### src/rtl/instr_fetch_unit.sv
// Sequential instruction fetch front end: owns the PC, fetches over ready/valid, holds the word for decode.
// Build option MISALIGN_TRAP_EN: a misaligned next PC traps into a sticky FAULT state instead of being truncated.
module instr_fetch_unit #(
  parameter logic [31:0] RESET_PC  = 32'h0000_0000,
  parameter logic [31:0] NOP_INSTR = 32'h0000_0013
) (
  input  logic        clk,
  input  logic        reset,
  input  logic [1:0]  pc_src,
  input  logic [31:0] imm_ext,
  input  logic [31:0] alu_result,
  input  logic        retire,
  output logic        imem_req,
  output logic [31:0] imem_addr,
  input  logic        imem_ready,
  input  logic        imem_rvalid,
  input  logic [31:0] imem_rdata,
  output logic [31:0] instr,
  output logic        instr_valid,
  output logic [31:0] pc,
  output logic [31:0] pc_plus4,
  output logic        stall,
  output logic        fault
);

`ifdef MISALIGN_TRAP_EN
  typedef enum logic [1:0] {
    ST_FETCH = 2'd0,
    ST_WAIT  = 2'd1,
    ST_HOLD  = 2'd2,
    ST_FAULT = 2'd3
  } state_t;
`else
  typedef enum logic [1:0] {
    ST_FETCH = 2'd0,
    ST_WAIT  = 2'd1,
    ST_HOLD  = 2'd2
  } state_t;
`endif

  state_t      state_r, state_s;
  logic [31:0] pc_r, pc_s;
  logic [31:0] instr_r, instr_s;
  logic        instr_valid_r, instr_valid_s;
  logic        imem_req_r, imem_req_s;
  logic [31:0] target_s;
`ifdef MISALIGN_TRAP_EN
  logic        fault_r, fault_s;
`endif

  // Next-PC candidate selected by the decoder code; bit 0 of a jalr target is always cleared.
  always_comb begin
    target_s = pc_r + 32'd4;
    case (pc_src)
      2'b01:   target_s = pc_r + imm_ext;
      2'b10:   target_s = alu_result & 32'hFFFF_FFFE;
      default: target_s = pc_r + 32'd4;
    endcase
  end

  // Next-state and next-register-value logic for the fetch FSM.
  always_comb begin
    state_s       = state_r;
    pc_s          = pc_r;
    instr_s       = instr_r;
    instr_valid_s = instr_valid_r;
`ifdef MISALIGN_TRAP_EN
    fault_s       = fault_r;
`endif
    case (state_r)
      ST_FETCH: begin
        if (imem_req_r && imem_ready) begin
          state_s = ST_WAIT;
        end else begin
          state_s = ST_FETCH;
        end
      end
      ST_WAIT: begin
        // A response in the acceptance cycle is impossible here: we are still in FETCH then.
        if (imem_rvalid) begin
          instr_s       = imem_rdata;
          instr_valid_s = 1'b1;
          state_s       = ST_HOLD;
        end else begin
          state_s = ST_WAIT;
        end
      end
      ST_HOLD: begin
        if (retire) begin
          instr_s       = NOP_INSTR;
          instr_valid_s = 1'b0;
`ifdef MISALIGN_TRAP_EN
          pc_s = target_s;
          if (target_s[1:0] != 2'b00) begin
            fault_s = 1'b1;
            state_s = ST_FAULT;
          end else begin
            state_s = ST_FETCH;
          end
`else
          pc_s    = target_s & 32'hFFFF_FFFC;
          state_s = ST_FETCH;
`endif
        end else begin
          state_s = ST_HOLD;
        end
      end
`ifdef MISALIGN_TRAP_EN
      ST_FAULT: begin
        fault_s       = 1'b1;
        instr_s       = NOP_INSTR;
        instr_valid_s = 1'b0;
        state_s       = ST_FAULT;
      end
`endif
      default: begin
        instr_s       = NOP_INSTR;
        instr_valid_s = 1'b0;
        state_s       = ST_FETCH;
      end
    endcase
    // Request is a registered copy of "next state is FETCH", so it is glitch-free and held until accepted.
    imem_req_s = (state_s == ST_FETCH);
  end

  // State and output registers with synchronous reset.
  always_ff @(posedge clk) begin
    if (reset) begin
      state_r       <= ST_FETCH;
      pc_r          <= RESET_PC;
      instr_r       <= NOP_INSTR;
      instr_valid_r <= 1'b0;
      imem_req_r    <= 1'b0;
`ifdef MISALIGN_TRAP_EN
      fault_r       <= 1'b0;
`endif
    end else begin
      state_r       <= state_s;
      pc_r          <= pc_s;
      instr_r       <= instr_s;
      instr_valid_r <= instr_valid_s;
      imem_req_r    <= imem_req_s;
`ifdef MISALIGN_TRAP_EN
      fault_r       <= fault_s;
`endif
    end
  end

  assign imem_req    = imem_req_r;
  assign imem_addr   = pc_r;
  assign instr       = instr_r;
  assign instr_valid = instr_valid_r;
  assign pc          = pc_r;
  assign pc_plus4    = pc_r + 32'd4;
  assign stall       = ~instr_valid_r;
`ifdef MISALIGN_TRAP_EN
  assign fault       = fault_r;
`else
  assign fault       = 1'b0;
`endif

endmodule

### config.mk
export PLATFORM = sky130hd
export DESIGN_NAME = instr_fetch_unit
export DESIGN_NICKNAME = d
export VERILOG_FILES = /design/src/rtl/instr_fetch_unit.sv
export SDC_FILE = /design/constraint.sdc
export NUM_CORES = 1
export LEC_CHECK = 0
export ABC_AREA = 1
export BUFFER_PORTS_ARGS = -buffer_cell sky130_fd_sc_hd__buf_2
export CAP_MARGIN = 15
export CELL_PAD_IN_SITES_DETAIL_PLACEMENT = 1
export CELL_PAD_IN_SITES_GLOBAL_PLACEMENT = 1
export CORE_MARGIN = 3
export CORE_UTILIZATION = 34
export CTS_BUF_LIST = sky130_fd_sc_hd__clkbuf_4
export DETAILED_ROUTE_END_ITERATION = 8
export HOLD_SLACK_MARGIN = 0.03
export PLACE_DENSITY_LB_ADDON = 0.1
export SLEW_MARGIN = 20
export SYNTH_ARGS = -nofsm -noshare
export SYNTH_HDL_FRONTEND = slang
export SYNTH_SLANG_ARGS = --single-unit
### constraint.sdc
create_clock -name clk -period 2.3 [get_ports clk]
set_input_delay 0.115 -clock clk [delete_from_list [all_inputs] [get_ports clk]]
set_output_delay 0.115 -clock clk [all_outputs]
set_load 0.02 [all_outputs]
==> impl_metrics.prom <==
# TYPE chip_impl_metric gauge
chip_impl_metric{name="timing.slew.headroom",unit=""} 0.605
chip_impl_metric{name="grt_max_degree",unit=""} 46
chip_impl_metric{name="floorplan.io_pins",unit=""} 235
chip_impl_metric{name="layout.nets",unit=""} 1441
chip_impl_metric{name="dp.final_hpwl",unit="um"} 21300
chip_impl_metric{name="remaining_drc_errors",unit=""} 0
chip_impl_metric{name="clk_transition_reported_paths",unit="ps"} 120
chip_impl_info{name="path_class",value="register to output pin"} 1
chip_impl_metric{name="place_congestion",unit=""} 0.913
chip_impl_metric{name="synth_seq_area_share",unit=""} 0.218
chip_impl_info{name="start_kind",value="register"} 1
chip_impl_metric{name="synthesis.yosys.warnings",unit=""} 0
chip_impl_metric{name="drtPass1Iterations",unit=""} 5
chip_impl_metric{name="final_clock_period_utilization_by_the_worst_path",unit=""} 0.990
chip_impl_metric{name="synth-seq-cells",unit=""} 66
chip_impl_info{name="critical_path.cell_chain",value="buf_6 -> ha_4 -> nand2_4 -> nor2_4 -> buf_4 -> buf_4 -> buf_4 -> nand2_1 -> xnor2_2 -> buf_4"} 1
chip_impl_info{name="synthTopCellsByArea",value="dfxtp_1 22%, nand2_1 21%, a21oi_1 9.4%, inv_1 7.4%, ha_1 6.6%"} 1
chip_impl_metric{name="synthDominantCellAreaShare",unit=""} 0.218
chip_impl_metric{name="syn-cell-area",unit="um^2"} 6070
chip_impl_info{name="cpMostUsedCell",value="buf_4"} 1
chip_impl_metric{name="placement.cell_area",unit="um^2"} 7490
chip_impl_metric{name="number_of_clock_buffers_inserted_by_tritoncts",unit=""} 9
chip_impl_metric{name="postRouteAntennaNets",unit=""} 0
chip_impl_metric{name="post_layout_cell_count",unit=""} 1537
chip_impl_metric{name="final_layout_size_suffix_gt1_frac",unit=""} 0.304
chip_impl_metric{name="slowest_delay",unit="ps"} 370
chip_impl_metric{name="worstSkewPairLatency",unit="ps"} 480
chip_impl_info{name="master_cell_of_the_clock_root_buffer",value="clkbuf_4"} 1
chip_impl_metric{name="detailroute.via_count",unit=""} 7806
chip_impl_metric{name="reg2reg_setup_slack",unit="ps"} 160
chip_impl_metric{name="hold_slack",unit="ps"} 41.8
chip_impl_info{name="synth_area_leader_cell",value="dfxtp_1"} 1
chip_impl_info{name="grt_setup_unrepaired",value="yes"} 1
chip_impl_metric{name="setup_viol",unit=""} 0
chip_impl_metric{name="critical_path_peak_fanout",unit=""} 4
chip_impl_info{name="timing.hold.worst.class",value="input pin to register"} 1
chip_impl_metric{name="first_iter_violations",unit=""} 354
chip_impl_metric{name="dieHeight",unit="um"} 140
chip_impl_metric{name="timing.critical_path.arrival",unit="ps"} 2160
chip_impl_metric{name="grt_overflow",unit=""} 0
chip_impl_metric{name="synthToLayoutAreaGrowth",unit="%"} 41.2
chip_impl_metric{name="worstPathRequired",unit="ps"} 2180
chip_impl_metric{name="max_clock_freq",unit="MHz"} 439
chip_impl_metric{name="grt_antenna_before_repair",unit=""} 1
chip_impl_metric{name="die_x",unit="um"} 140
chip_impl_metric{name="drt-wirelength-per-cell",unit="um"} 18.0
chip_impl_metric{name="core",unit="um^2"} 17400
chip_impl_metric{name="timing.setup.tns",unit="ps"} 0
chip_impl_metric{name="clock-skew-final",unit="ps"} 25.9
chip_impl_metric{name="avgViaCountPerCell",unit=""} 5.08
chip_impl_metric{name="grt_use_total",unit=""} 0.274
chip_impl_metric{name="final_area",unit="um^2"} 8560
chip_impl_info{name="run_status",value="complete, no violations"} 1
chip_impl_metric{name="timing.final.max_slew_violations",unit=""} 0
chip_impl_metric{name="clock_sink_count",unit=""} 66
chip_impl_metric{name="routed_wire_length",unit="um"} 27700
chip_impl_metric{name="clock_path_buffers",unit=""} 2
chip_impl_info{name="critical_path.slowest_cell",value="dfxtp_2"} 1
chip_impl_metric{name="buffer_ports.inserted",unit=""} 223
chip_impl_metric{name="postSynthAreaPerCell",unit="um^2"} 5.95
chip_impl_info{name="worstSetupEndpointType",value="output pin"} 1
chip_impl_metric{name="max-vdd-ir-drop",unit="uV"} 283
chip_impl_metric{name="htree_levels",unit=""} 3
chip_impl_metric{name="max_cap_viol_count",unit=""} 0
chip_impl_metric{name="rows",unit=""} 48
chip_impl_metric{name="floorplan.die_area",unit="um^2"} 19500
chip_impl_metric{name="netlist_instances",unit=""} 1020
chip_impl_metric{name="first_pass_grt_wire_length",unit="um"} 42800
chip_impl_info{name="tritoncts",value="built"} 1
chip_impl_metric{name="inst_count_dp",unit=""} 1457
chip_impl_metric{name="worst_slew_pin_slew",unit="ps"} 592
chip_impl_metric{name="start_util",unit=""} 0.349
chip_impl_metric{name="leakage_dissipation",unit="nW"} 4.55
chip_impl_metric{name="count_of_different_cell_masters_after_synthesis",unit=""} 42
chip_impl_metric{name="vias_in_the_first_global_route",unit=""} 8201
chip_impl_metric{name="period_needed",unit="ps"} 2280
chip_impl_metric{name="powerDensity",unit="nW/um^2"} 330
chip_impl_metric{name="total_count_of_hold_check_failures_in_the_final_report",unit=""} 0
cell usage in the layout (no fill, tap or decap), types with 17 or more instances in the layout:
cell,n
ha_1,29
nor2_1,46
dfxtp_2,17
buf_2,215
dlygate4sd3_1,45
inv_1,116
nand3_1,64
o21ai_0,45
nand2_1,321
a21oi_1,112
buf_4,62
dfxtp_1,49
layout make-up:
class,instances,area [um^2]
Timing Repair Buffer,334,2150
Multi-Input combinational cell,771,4170
Antenna cell,2,5.00
Clock buffer,9,67.6
Clock inverter,7,82.6
Sequential cell,66,1340
Fill cell,2405,8790
Inverter,123,462
Tap cell,225,282
power by group:
group,total [mW],switching (mW),internal [mW]
combinational,0.725,0.441,0.284
clock,0.921,0.572,0.349
sequential,1.18,0.0131,1.17
final timing paths:
| check | startpoint | to | cells after the start |
|---|---|---|---|
| worst max register to register | imem_addr[10] | imem_addr[28] | 12 |
| worst min-delay path | alu_result[5] | imem_addr[5] | 5 |
| worst min register to register | instr[1] | instr[1] | 2 |
| worst max-delay path | imem_addr[3] | pc_plus4[22] | 10 |
cell families after synthesis:
family,after synthesis,share of synthesized area
other,1,0.000618
adders and majority gates,33,0.0693
AOI/OAI and AO/OA,189,0.165
buffers and inverters,189,0.142
xor gates and xnor gates,23,0.0332
DFF,66,0.218
and+or+nand+nor,519,0.373
per-layer routing:
layer | wire, um | global-route usage | up-vias
li1 | - | - | 3827
met1 | 12100 | 0.346 | 3714
met2 | 13400 | 0.474 | 221
met3 | 1520 | 0.0512 | 44
met4 | 647 | 0.0836 | 0
met5 | 0 | 0 | -
sequential cells by signal, summed over array words and instances (netlist names):
register     count
instr_valid      1
instr           32
imem_req         1
imem_addr       30
state_r          2
stage by stage:
stage / util / worst slack (ps) / total power [mW]
finish: 0.493 / 22.5 / 2.82
global route: 0.493 / -46.0 / 2.95
CTS: 0.479 / 9.81 / 2.81
detailed placement: 0.432 / 50.2 / 1.84
global placement: 0.432 / 90.7 / 1.83
floorplan: - / 133 / 1.58
synth_stat cells (all sizes together):
cell	n
inv	121
dfxtp	66
a31oi	6
o21bai	4
a22o	1
clkinv	2
ha	32
nor2	64
xor2	15
fa	1
o21a	1
nor3	16
nand2	337
nor3b	1
clkbuf	20
nand3	69
conb	1
o211ai	6
nand4	15
xnor2	8
a21o	3
nand3b	8
buf	46
and2	3
or2	6
a21oi	115
o21ai	52
a221oi	1
worst max-delay path: cells and delay by family (launching register included):
kind / cells / cell delay, ps
xor gates and xnor gates: 1 / 210
DFF: 1 / 370
and+or+nand+nor: 3 / 350
adders and majority gates: 1 / 140
buffers and inverters: 5 / 630
timing repair:
action                     4_1_cts  5_1_grt
buffers inserted                12        5
hold endpoints to repair        44        0
setup endpoints to repair       13       36
pin swaps                       11       20
hold buffers                    45        0
gates resized for setup         29       67
Note: power is estimated with default switching activity, not from simulation.
